<file path="config.mk">
export PLATFORM = sky130hd
export DESIGN_NAME = ctrl_sequencer
export DESIGN_NICKNAME = d
export VERILOG_FILES = /design/src/rtl/cpu_pkg.sv /design/src/rtl/ctrl_sequencer_op_classifier.sv /design/src/rtl/ctrl_sequencer.sv
export SDC_FILE = /design/constraint.sdc
export NUM_CORES = 1
export LEC_CHECK = 0
export BUFFER_PORTS_ARGS = -buffer_cell sky130_fd_sc_hd__buf_2
export CORE_UTILIZATION = 50
export DETAILED_ROUTE_END_ITERATION = 8
export PLACE_DENSITY = 0.77
export RECOVER_POWER = 100
export REMOVE_ABC_BUFFERS = 1
export SYNTH_ARGS = -nofsm -noshare
export SYNTH_HDL_FRONTEND = slang
export SYNTH_SLANG_ARGS = --single-unit
</file>
<file path="constraint.sdc">
create_clock -name Clock -period 4.5 [get_ports Clock]
set_clock_uncertainty 0.15 [all_clocks]
set_input_delay 0.45 -clock Clock [delete_from_list [all_inputs] [get_ports Clock]]
set_output_delay 0.45 -clock Clock [all_outputs]
set_load 0.02 [all_outputs]
</file>
<file path="src/rtl/cpu_pkg.sv">
// -----------------------------------------------------------------------------
// cpu_pkg
// Shared definitions for the 32-bit datapath control sequencer: sizing
// constants, opcode values, instruction-register field positions, the FSM
// state encoding, the op-class enum, the bundled datapath strobes and small
// register-select helpers.
// No ports (package).
// -----------------------------------------------------------------------------
package cpu_pkg;

   localparam int NUM_REGS    = 16;
   localparam int REG_IDX_W   = 4;
   localparam int OPCODE_W    = 5;
   localparam int MEM_TIMEOUT = 15;

   // Instruction register field positions
   localparam int OP_MSB = 31;
   localparam int OP_LSB = 27;
   localparam int RA_MSB = 26;
   localparam int RA_LSB = 23;
   localparam int RB_MSB = 22;
   localparam int RB_LSB = 19;
   localparam int RC_MSB = 18;
   localparam int RC_LSB = 15;

   // Opcodes
   localparam logic [OPCODE_W-1:0] OP_ADD = 5'b00011;
   localparam logic [OPCODE_W-1:0] OP_SUB = 5'b00100;
   localparam logic [OPCODE_W-1:0] OP_AND = 5'b00101;
   localparam logic [OPCODE_W-1:0] OP_OR  = 5'b00110;
   localparam logic [OPCODE_W-1:0] OP_MUL = 5'b01111;
   localparam logic [OPCODE_W-1:0] OP_DIV = 5'b10000;
   localparam logic [OPCODE_W-1:0] OP_NEG = 5'b10001;
   localparam logic [OPCODE_W-1:0] OP_NOT = 5'b10010;

   // Sequencer state encoding
   localparam logic [3:0] ST_IDLE   = 4'd0;
   localparam logic [3:0] ST_FETCH0 = 4'd1;
   localparam logic [3:0] ST_FETCH1 = 4'd2;
   localparam logic [3:0] ST_FETCH2 = 4'd3;
   localparam logic [3:0] ST_DECODE = 4'd4;
   localparam logic [3:0] ST_T3     = 4'd5;
   localparam logic [3:0] ST_T4     = 4'd6;
   localparam logic [3:0] ST_T5     = 4'd7;
   localparam logic [3:0] ST_T6     = 4'd8;
   localparam logic [3:0] ST_HALT   = 4'd9;

   typedef enum logic [1:0] {
      BINARY  = 2'd0,
      UNARY   = 2'd1,
      MULDIV  = 2'd2,
      ILLEGAL = 2'd3
   } op_class_t;

   // Single-bit datapath strobes, MSB first in port-list order
   typedef struct packed {
      logic pcout;
      logic pcin;
      logic marin;
      logic mdrin;
      logic mdrout;
      logic irin;
      logic yin;
      logic zin;
      logic zhighout;
      logic zlowout;
      logic hiin;
      logic loin;
      logic read;
      logic incpc;
   } strobes_t;

   // True when a register field addresses an implemented register.
   function automatic logic idx_ok(input logic [REG_IDX_W-1:0] idx);
      if (NUM_REGS >= (32'sd1 <<< REG_IDX_W)) begin
         idx_ok = 1'b1;
      end else begin
         idx_ok = (32'(idx) < 32'(NUM_REGS));
      end
   endfunction

   // One-hot register select from a register field.
   function automatic logic [NUM_REGS-1:0] reg_onehot(input logic [REG_IDX_W-1:0] idx);
      reg_onehot = {{(NUM_REGS-1){1'b0}}, 1'b1} << idx;
   endfunction

endpackage

</file>
<file path="src/rtl/ctrl_sequencer_op_classifier.sv">
// -----------------------------------------------------------------------------
// op_classifier
// Combinational opcode-to-class decode for the control sequencer.
// Ports:
//   opcode   in   OPCODE_W   opcode field of the instruction register
//   op_class out  op_class_t BINARY / UNARY / MULDIV / ILLEGAL
// -----------------------------------------------------------------------------
module op_classifier
   import cpu_pkg::*;
(
   input  logic [OPCODE_W-1:0] opcode,
   output op_class_t           op_class
);

   // Map each known opcode to the execute sequence it needs
   always_comb begin
      op_class = ILLEGAL;
      case (opcode)
         OP_ADD, OP_SUB, OP_AND, OP_OR: op_class = BINARY;
         OP_MUL, OP_DIV:                op_class = MULDIV;
         OP_NEG, OP_NOT:                op_class = UNARY;
         default:                       op_class = ILLEGAL;
      endcase
   end

endmodule

</file>
<file path="src/rtl/ctrl_sequencer.sv">
// -----------------------------------------------------------------------------
// ctrl_sequencer
// Hardware control sequencer for the 32-bit datapath. Fetches an instruction
// (with a bounded memory wait), decodes opcode/Ra/Rb/Rc and drives one-hot
// control strobes through the execute steps of binary, unary and HI/LO
// (mul/div) operations. Illegal opcodes and memory timeouts set sticky faults.
// Every output is a flop computed from the next state (Moore, registered).
// Ports:
//   Clock      in   system clock, rising edge
//   clear      in   asynchronous active-high reset
//   run        in   1 = keep sequencing instructions
//   mem_ready  in   memory data valid for the current Read
//   IR         in   instruction register contents
//   Rin/Rout   out  one-hot register load enables / bus drivers
//   PCout..IncPC out single-bit datapath strobes
//   alu_op     out  ALU operation, valid while Zin=1
//   busy       out  sequencer not idle
//   done       out  one-cycle pulse on the final step of an instruction
//   fault      out  sticky: bit0 illegal instruction, bit1 memory timeout
// -----------------------------------------------------------------------------
module ctrl_sequencer
   import cpu_pkg::*;
(
   input  logic                Clock,
   input  logic                clear,
   input  logic                run,
   input  logic                mem_ready,
   input  logic [31:0]         IR,
   output logic [NUM_REGS-1:0] Rin,
   output logic [NUM_REGS-1:0] Rout,
   output logic                PCout,
   output logic                PCin,
   output logic                MARin,
   output logic                MDRin,
   output logic                MDRout,
   output logic                IRin,
   output logic                Yin,
   output logic                Zin,
   output logic                Zhighout,
   output logic                Zlowout,
   output logic                HIin,
   output logic                LOin,
   output logic                Read,
   output logic                IncPC,
   output logic [OPCODE_W-1:0] alu_op,
   output logic                busy,
   output logic                done,
   output logic [1:0]          fault
);

   localparam logic [3:0] WAIT_LAST = 4'(MEM_TIMEOUT - 1);

   logic [3:0]           state_q, state_d;
   logic [3:0]           wait_cnt_q, wait_cnt_d;
   logic [1:0]           fault_q, fault_d;
   logic                 done_q, done_d;
   logic                 busy_q, busy_d;
   strobes_t             stb_q, stb_d;
   logic [NUM_REGS-1:0]  rin_q, rin_d;
   logic [NUM_REGS-1:0]  rout_q, rout_d;
   logic [OPCODE_W-1:0]  alu_q, alu_d;

   // Instruction fields captured in DECODE for the execute steps
   logic [OPCODE_W-1:0]  op_q, op_d;
   logic [REG_IDX_W-1:0] ra_q, ra_d, rb_q, rb_d, rc_q, rc_d;
   op_class_t            cls_q, cls_d;

   logic [OPCODE_W-1:0]  ir_op_s;
   logic [REG_IDX_W-1:0] ir_ra_s, ir_rb_s, ir_rc_s;
   op_class_t            raw_cls_s, ir_cls_s;
   logic [OPCODE_W-1:0]  sel_op_s;
   logic [REG_IDX_W-1:0] sel_ra_s, sel_rb_s, sel_rc_s;
   op_class_t            sel_cls_s;
   logic                 illegal_trap_s;
   logic [3:0]           next_instr_s;
   logic                 unused_ir_s;

   assign ir_op_s     = IR[OP_MSB:OP_LSB];
   assign ir_ra_s     = IR[RA_MSB:RA_LSB];
   assign ir_rb_s     = IR[RB_MSB:RB_LSB];
   assign ir_rc_s     = IR[RC_MSB:RC_LSB];
   assign unused_ir_s = ^IR[RC_LSB-1:0];

   op_classifier u_op_classifier (
      .opcode   (ir_op_s),
      .op_class (raw_cls_s)
   );

   // Fold out-of-range register fields into the illegal class
   always_comb begin
      ir_cls_s = raw_cls_s;
      case (raw_cls_s)
         BINARY: begin
            if (!(idx_ok(ir_ra_s) && idx_ok(ir_rb_s) && idx_ok(ir_rc_s))) ir_cls_s = ILLEGAL;
            else ir_cls_s = BINARY;
         end
         UNARY: begin
            if (!(idx_ok(ir_ra_s) && idx_ok(ir_rb_s))) ir_cls_s = ILLEGAL;
            else ir_cls_s = UNARY;
         end
         MULDIV: begin
            if (!(idx_ok(ir_rb_s) && idx_ok(ir_rc_s))) ir_cls_s = ILLEGAL;
            else ir_cls_s = MULDIV;
         end
         default: ir_cls_s = ILLEGAL;
      endcase
   end

   // In DECODE the fields come straight from IR; afterwards from the capture
   assign sel_op_s  = (state_q == ST_DECODE) ? ir_op_s  : op_q;
   assign sel_ra_s  = (state_q == ST_DECODE) ? ir_ra_s  : ra_q;
   assign sel_rb_s  = (state_q == ST_DECODE) ? ir_rb_s  : rb_q;
   assign sel_rc_s  = (state_q == ST_DECODE) ? ir_rc_s  : rc_q;
   assign sel_cls_s = (state_q == ST_DECODE) ? ir_cls_s : cls_q;

   assign illegal_trap_s = (state_q == ST_DECODE) && (ir_cls_s == ILLEGAL);
   assign next_instr_s   = run ? ST_FETCH0 : ST_IDLE;

   // Next-state, memory wait counter, fault accumulation, field capture
   always_comb begin
      state_d    = state_q;
      wait_cnt_d = wait_cnt_q;
      fault_d    = fault_q;
      op_d       = op_q;
      ra_d       = ra_q;
      rb_d       = rb_q;
      rc_d       = rc_q;
      cls_d      = cls_q;
      case (state_q)
         ST_IDLE: begin
            if (run) state_d = ST_FETCH0;
            else     state_d = ST_IDLE;
         end
         ST_FETCH0: begin
            wait_cnt_d = 4'd0;
            state_d    = ST_FETCH1;
         end
         ST_FETCH1: begin
            if (mem_ready) begin
               state_d = ST_FETCH2;
            end else if (wait_cnt_q == WAIT_LAST) begin
               state_d = ST_HALT;
               fault_d = fault_q | 2'b10;
            end else begin
               wait_cnt_d = wait_cnt_q + 4'd1;
            end
         end
         ST_FETCH2: state_d = ST_DECODE;
         ST_DECODE: begin
            op_d  = ir_op_s;
            ra_d  = ir_ra_s;
            rb_d  = ir_rb_s;
            rc_d  = ir_rc_s;
            cls_d = ir_cls_s;
            case (ir_cls_s)
               BINARY, MULDIV: state_d = ST_T3;
               UNARY:          state_d = ST_T4;
               default: begin
                  // Trap: flag it and skip straight to the next fetch
                  state_d = ST_FETCH0;
                  fault_d = fault_q | 2'b01;
               end
            endcase
         end
         ST_T3: state_d = ST_T4;
         ST_T4: state_d = ST_T5;
         ST_T5: begin
            if (cls_q == MULDIV) state_d = ST_T6;
            else                 state_d = next_instr_s;
         end
         ST_T6:   state_d = next_instr_s;
         ST_HALT: state_d = ST_HALT;
         default: state_d = ST_IDLE;
      endcase
   end

   // Output decode from the state being entered, so outputs are registered
   always_comb begin
      stb_d  = '0;
      rin_d  = '0;
      rout_d = '0;
      alu_d  = '0;
      done_d = illegal_trap_s;
      busy_d = (state_d != ST_IDLE);
      case (state_d)
         ST_FETCH0: begin
            stb_d.pcout = 1'b1;
            stb_d.marin = 1'b1;
            stb_d.incpc = 1'b1;
            stb_d.zin   = 1'b1;
         end
         ST_FETCH1: begin
            stb_d.zlowout = 1'b1;
            stb_d.pcin    = 1'b1;
            stb_d.read    = 1'b1;
            stb_d.mdrin   = 1'b1;
         end
         ST_FETCH2: begin
            stb_d.mdrout = 1'b1;
            stb_d.irin   = 1'b1;
         end
         ST_T3: begin
            rout_d    = reg_onehot(sel_rb_s);
            stb_d.yin = 1'b1;
         end
         ST_T4: begin
            // Unary ops take their single operand from Rb
            if (sel_cls_s == UNARY) rout_d = reg_onehot(sel_rb_s);
            else                    rout_d = reg_onehot(sel_rc_s);
            stb_d.zin = 1'b1;
            alu_d     = sel_op_s;
         end
         ST_T5: begin
            stb_d.zlowout = 1'b1;
            if (sel_cls_s == MULDIV) begin
               stb_d.loin = 1'b1;
            end else begin
               rin_d  = reg_onehot(sel_ra_s);
               done_d = 1'b1;
            end
         end
         ST_T6: begin
            stb_d.zhighout = 1'b1;
            stb_d.hiin     = 1'b1;
            done_d         = 1'b1;
         end
         default: begin
            stb_d = '0;
         end
      endcase
   end

   // State and registered outputs; clear drops everything immediately
   always_ff @(posedge Clock or posedge clear) begin
      if (clear) begin
         state_q    <= ST_IDLE;
         wait_cnt_q <= 4'd0;
         fault_q    <= 2'b00;
         done_q     <= 1'b0;
         busy_q     <= 1'b0;
         stb_q      <= '0;
         rin_q      <= '0;
         rout_q     <= '0;
         alu_q      <= '0;
         op_q       <= '0;
         ra_q       <= '0;
         rb_q       <= '0;
         rc_q       <= '0;
         cls_q      <= ILLEGAL;
      end else begin
         state_q    <= state_d;
         wait_cnt_q <= wait_cnt_d;
         fault_q    <= fault_d;
         done_q     <= done_d;
         busy_q     <= busy_d;
         stb_q      <= stb_d;
         rin_q      <= rin_d;
         rout_q     <= rout_d;
         alu_q      <= alu_d;
         op_q       <= op_d;
         ra_q       <= ra_d;
         rb_q       <= rb_d;
         rc_q       <= rc_d;
         cls_q      <= cls_d;
      end
   end

   assign Rin      = rin_q;
   assign Rout     = rout_q;
   assign PCout    = stb_q.pcout;
   assign PCin     = stb_q.pcin;
   assign MARin    = stb_q.marin;
   assign MDRin    = stb_q.mdrin;
   assign MDRout   = stb_q.mdrout;
   assign IRin     = stb_q.irin;
   assign Yin      = stb_q.yin;
   assign Zin      = stb_q.zin;
   assign Zhighout = stb_q.zhighout;
   assign Zlowout  = stb_q.zlowout;
   assign HIin     = stb_q.hiin;
   assign LOin     = stb_q.loin;
   assign Read     = stb_q.read;
   assign IncPC    = stb_q.incpc;
   assign alu_op   = alu_q;
   assign busy     = busy_q;
   assign done     = done_q;
   assign fault    = fault_q;

endmodule

</file>
==> flow_metrics.tcl <==
set metrics [dict create \
    synth-main-ff-cell "dfrtp_1" \
    r2r_slack_ps 1190 \
    reg2reg_depth 6 \
    cp_common_cell "nor3_1" \
    drtIter0Drc 142 \
    syn-instance-count 310 \
    outcome "finished, violations left" \
    critical_path_class "register to register" \
    cts_tree "built" \
    period_minus_slack_ps 3310 \
    yosysUniqueCellTypes 50 \
    fp.dieW_um 82.6 \
    clockBufferDepth 2 \
    netSwitchingFraction 0.386 \
    powerDensity_nw_per_um2 642 \
    h-tree-depth 3 \
    clk_latency_ps 350 \
    max_cap_viol_count 2 \
    worst_path_max_delay_cell "nor3_1" \
    slowest_delay_ps 930 \
    fmax_mhz 302 \
    gr-total-overflow 0 \
    slew_headroom -0.132 \
    start_util 0.515 \
    cts.sinks 76 \
    critPathArrivalTime_ps 3420 \
    cp-startpoint "state_q[0]$_DFF_PP0_" \
    finalSetupViolations 0 \
    drt_first_pass_iters 4 \
    grt_first_pass_wirelength_mm 10.5 \
    synth_top_area_share 0.570 \
    power.share.sequential 0.408 \
    p_comb_frac 0.331 \
    worstMarginPinSlew_ps 1700 \
    dieArea_um2 6830 \
    ir_drop_uv 341 \
    regToRegStartpoint "state_q[0]$_DFF_PP0_" \
    path_max_fanout 25 \
    drive_above_1_share 0.119 \
    drc 0 \
    ios 91 \
    holdCritStartpoint "IR[25]" \
    antenna_found_initial 0 \
    fin_setup_tns_ps 0 \
    post_cts_resized 0 \
    routed_wl_mm 6.67 \
    stdcell_count 464 \
    synth_area_leader_cell "dfrtp_1" \
    power_switching_w 0.000941 \
    fin_crit_sh 0.735 \
    grt_setup_unrepaired "false" \
    p_int_w 0.00150 \
    synth_most_common_cell "dfrtp_1" \
    synth.area.top_cells "dfrtp_1, nand2_1, o22ai_1, nor2_1, nor3b_1" \
    synth.avg_cell_area_um2 10.5 \
    viasPerCell 5.38 \
    dpl.hpwl_mm 4.53 \
    cts_setup_buffers 0 \
    portBuffers 75 \
    routed-via-count 2497 \
    async_flop_share 1.00 \
    seq_area_frac_synth 0.586 \
    slew_viol_final 79 \
    power.leakage_nw 1.76 \
    cp_top_family "simple AND/OR/NAND/NOR gates" \
    netlist_top_cells_count "dfrtp_1, nand2_1, nor2_1" \
    reg2reg_to "Rout[0]$_DFF_PP0_" \
    violations "capacitance limit, slew limit" \
    rows 29 \
    synth_edf_count 0 \
    cts.clk_slew.worst_paths_ps 80 \
    finalHoldViolCount 0 \
    holdPathEnd "ra_q[2]$_DFF_PP0_" \
    grt_max_degree 48 \
    cts.root.buffer_cell "clkbuf_8" \
    critPathCaptureType "register" \
    wl_per_cell_um 14.4 \
    synth_warnings 0 \
    ys_seq_elements 76 \
    required_ps 4610 \
    grt.total_usage 0.211 \
    crit_buf_inv 1 \
    hold_depth 3 \
    hp-class "primary input to register" \
    synth_area_um2 3250 \
    fin_nets 423 \
    gp_congestion 0.867 \
    start_kind "register" \
    die_h_um 82.6 \
    dp.cells 448 \
    fin_hold_ws_ps 142 \
    grt_pass1_vias 2231 \
    syn2layout_area_growth_pct 16.8 \
    crit_chain "nor3_1 -> buf_4 -> nor3b_1 -> nor3_1 -> nand3_1 -> o22ai_1" \
    hold_buffers 0 \
    clkPwrFrac 0.261 \
    fp.coreArea_um2 6310 \
    ant_nets 0 \
    cts_buffers 9 \
    diodes 0 \
]
[worst min-delay path, cell delays in order]
cell,delay [ps]
buf_2,80
nand2_1,40
nand2_1,40
[per-stage QoR]
step                      cell area, um^2  total power [W]  setup slack, ps  utilization
after CTS                            3900          0.00249             1710        0.618
after global routing                 3790          0.00261              770        0.601
after floorplan                      3160          0.00161             1520            -
after global placement               3650          0.00181             1770        0.578
after detailed placement             3650          0.00185             1740        0.578
final                                3790          0.00244             1190        0.601
[final cells by class]
type | count | area [um^2]
inverter | 16 | 60.1
clock inverter | 6 | 111
clock buffer | 10 | 138
fill | 588 | 2520
sequential | 76 | 1900
tap | 77 | 96.3
timing repair buffer | 77 | 318
multi-input combinational | 202 | 1170
[worst max-delay path by stage]
stage | slack, ps | depth (start not counted) | to
after global routing | 770 | 6 | Rout[0]$_DFF_PP0_
after global placement | 1770 | 9 | Rout[11]$_DFF_PP0_
final | 1190 | 6 | Rout[0]$_DFF_PP0_
after detailed placement | 1740 | 9 | Rout[3]$_DFF_PP0_
after floorplan | 1520 | 6 | wait_cnt_q[3]$_DFFE_PP0P_
after CTS | 1710 | 6 | Rout[9]$_DFF_PP0_
[layout by cell type (no fill, tap or decap), types with 3 or more instances in the layout]
cell type and n:
dfrtp_1 74, clkbuf_1 56, nand2_1 51, nor2_1 27, buf_2 20, o22ai_1 17
inv_1 15, o21ai_0 12, nand3_1 10, clkbuf_8 10, nor3b_1 9, a21oi_1 8
nor3_1 6, a31oi_1 6, mux2i_1 5, ha_1 5, or3_1 4, nor2b_1 4
o21ai_1 4, o31ai_1 3, nor4_1 3, bufinv_16 3
[registers in the layout, indices dropped and copies added (netlist names), 2 cells and up]
signal,cells
cls_q,2
ra_q,4
op_q,5
alu_op,5
Rin,16
rb_q,4
wait_cnt_q,4
Rout,16
rc_q,4
fault,2
state_q,4
[power groups by stage]
stage / registers (W) / clock network [W] / logic (W)
2_1_floorplan: 0.00105 / 0 / 0.000560
3_3_place_gp: 0.000997 / 0 / 0.000815
3_5_place_dp: 0.00101 / 0 / 0.000842
4_1_cts: 0.000995 / 0.000643 / 0.000856
5_1_grt: 0.00102 / 0.000674 / 0.000916
6_report: 0.000995 / 0.000635 / 0.000807
[kinds of logic after synthesis]
group,after synthesis,synth area share
flops,76,0.586
xor+xnor,2,0.00539
fa+ha+maj,5,0.0193
simple gates,130,0.203
compound gates,59,0.121
buf+inv,32,0.0466
mux,6,0.0189
[metal layers]
metal  routed length, um  vias up  global-route usage
met5                   0        -                   0
met4                 116        0              0.0931
met3                 338       13              0.0451
met2                3160       71               0.336
met1                3050     1195               0.277
li1                    -     1218                   -
No activity file was read; power rests on OpenSTA's default activity.
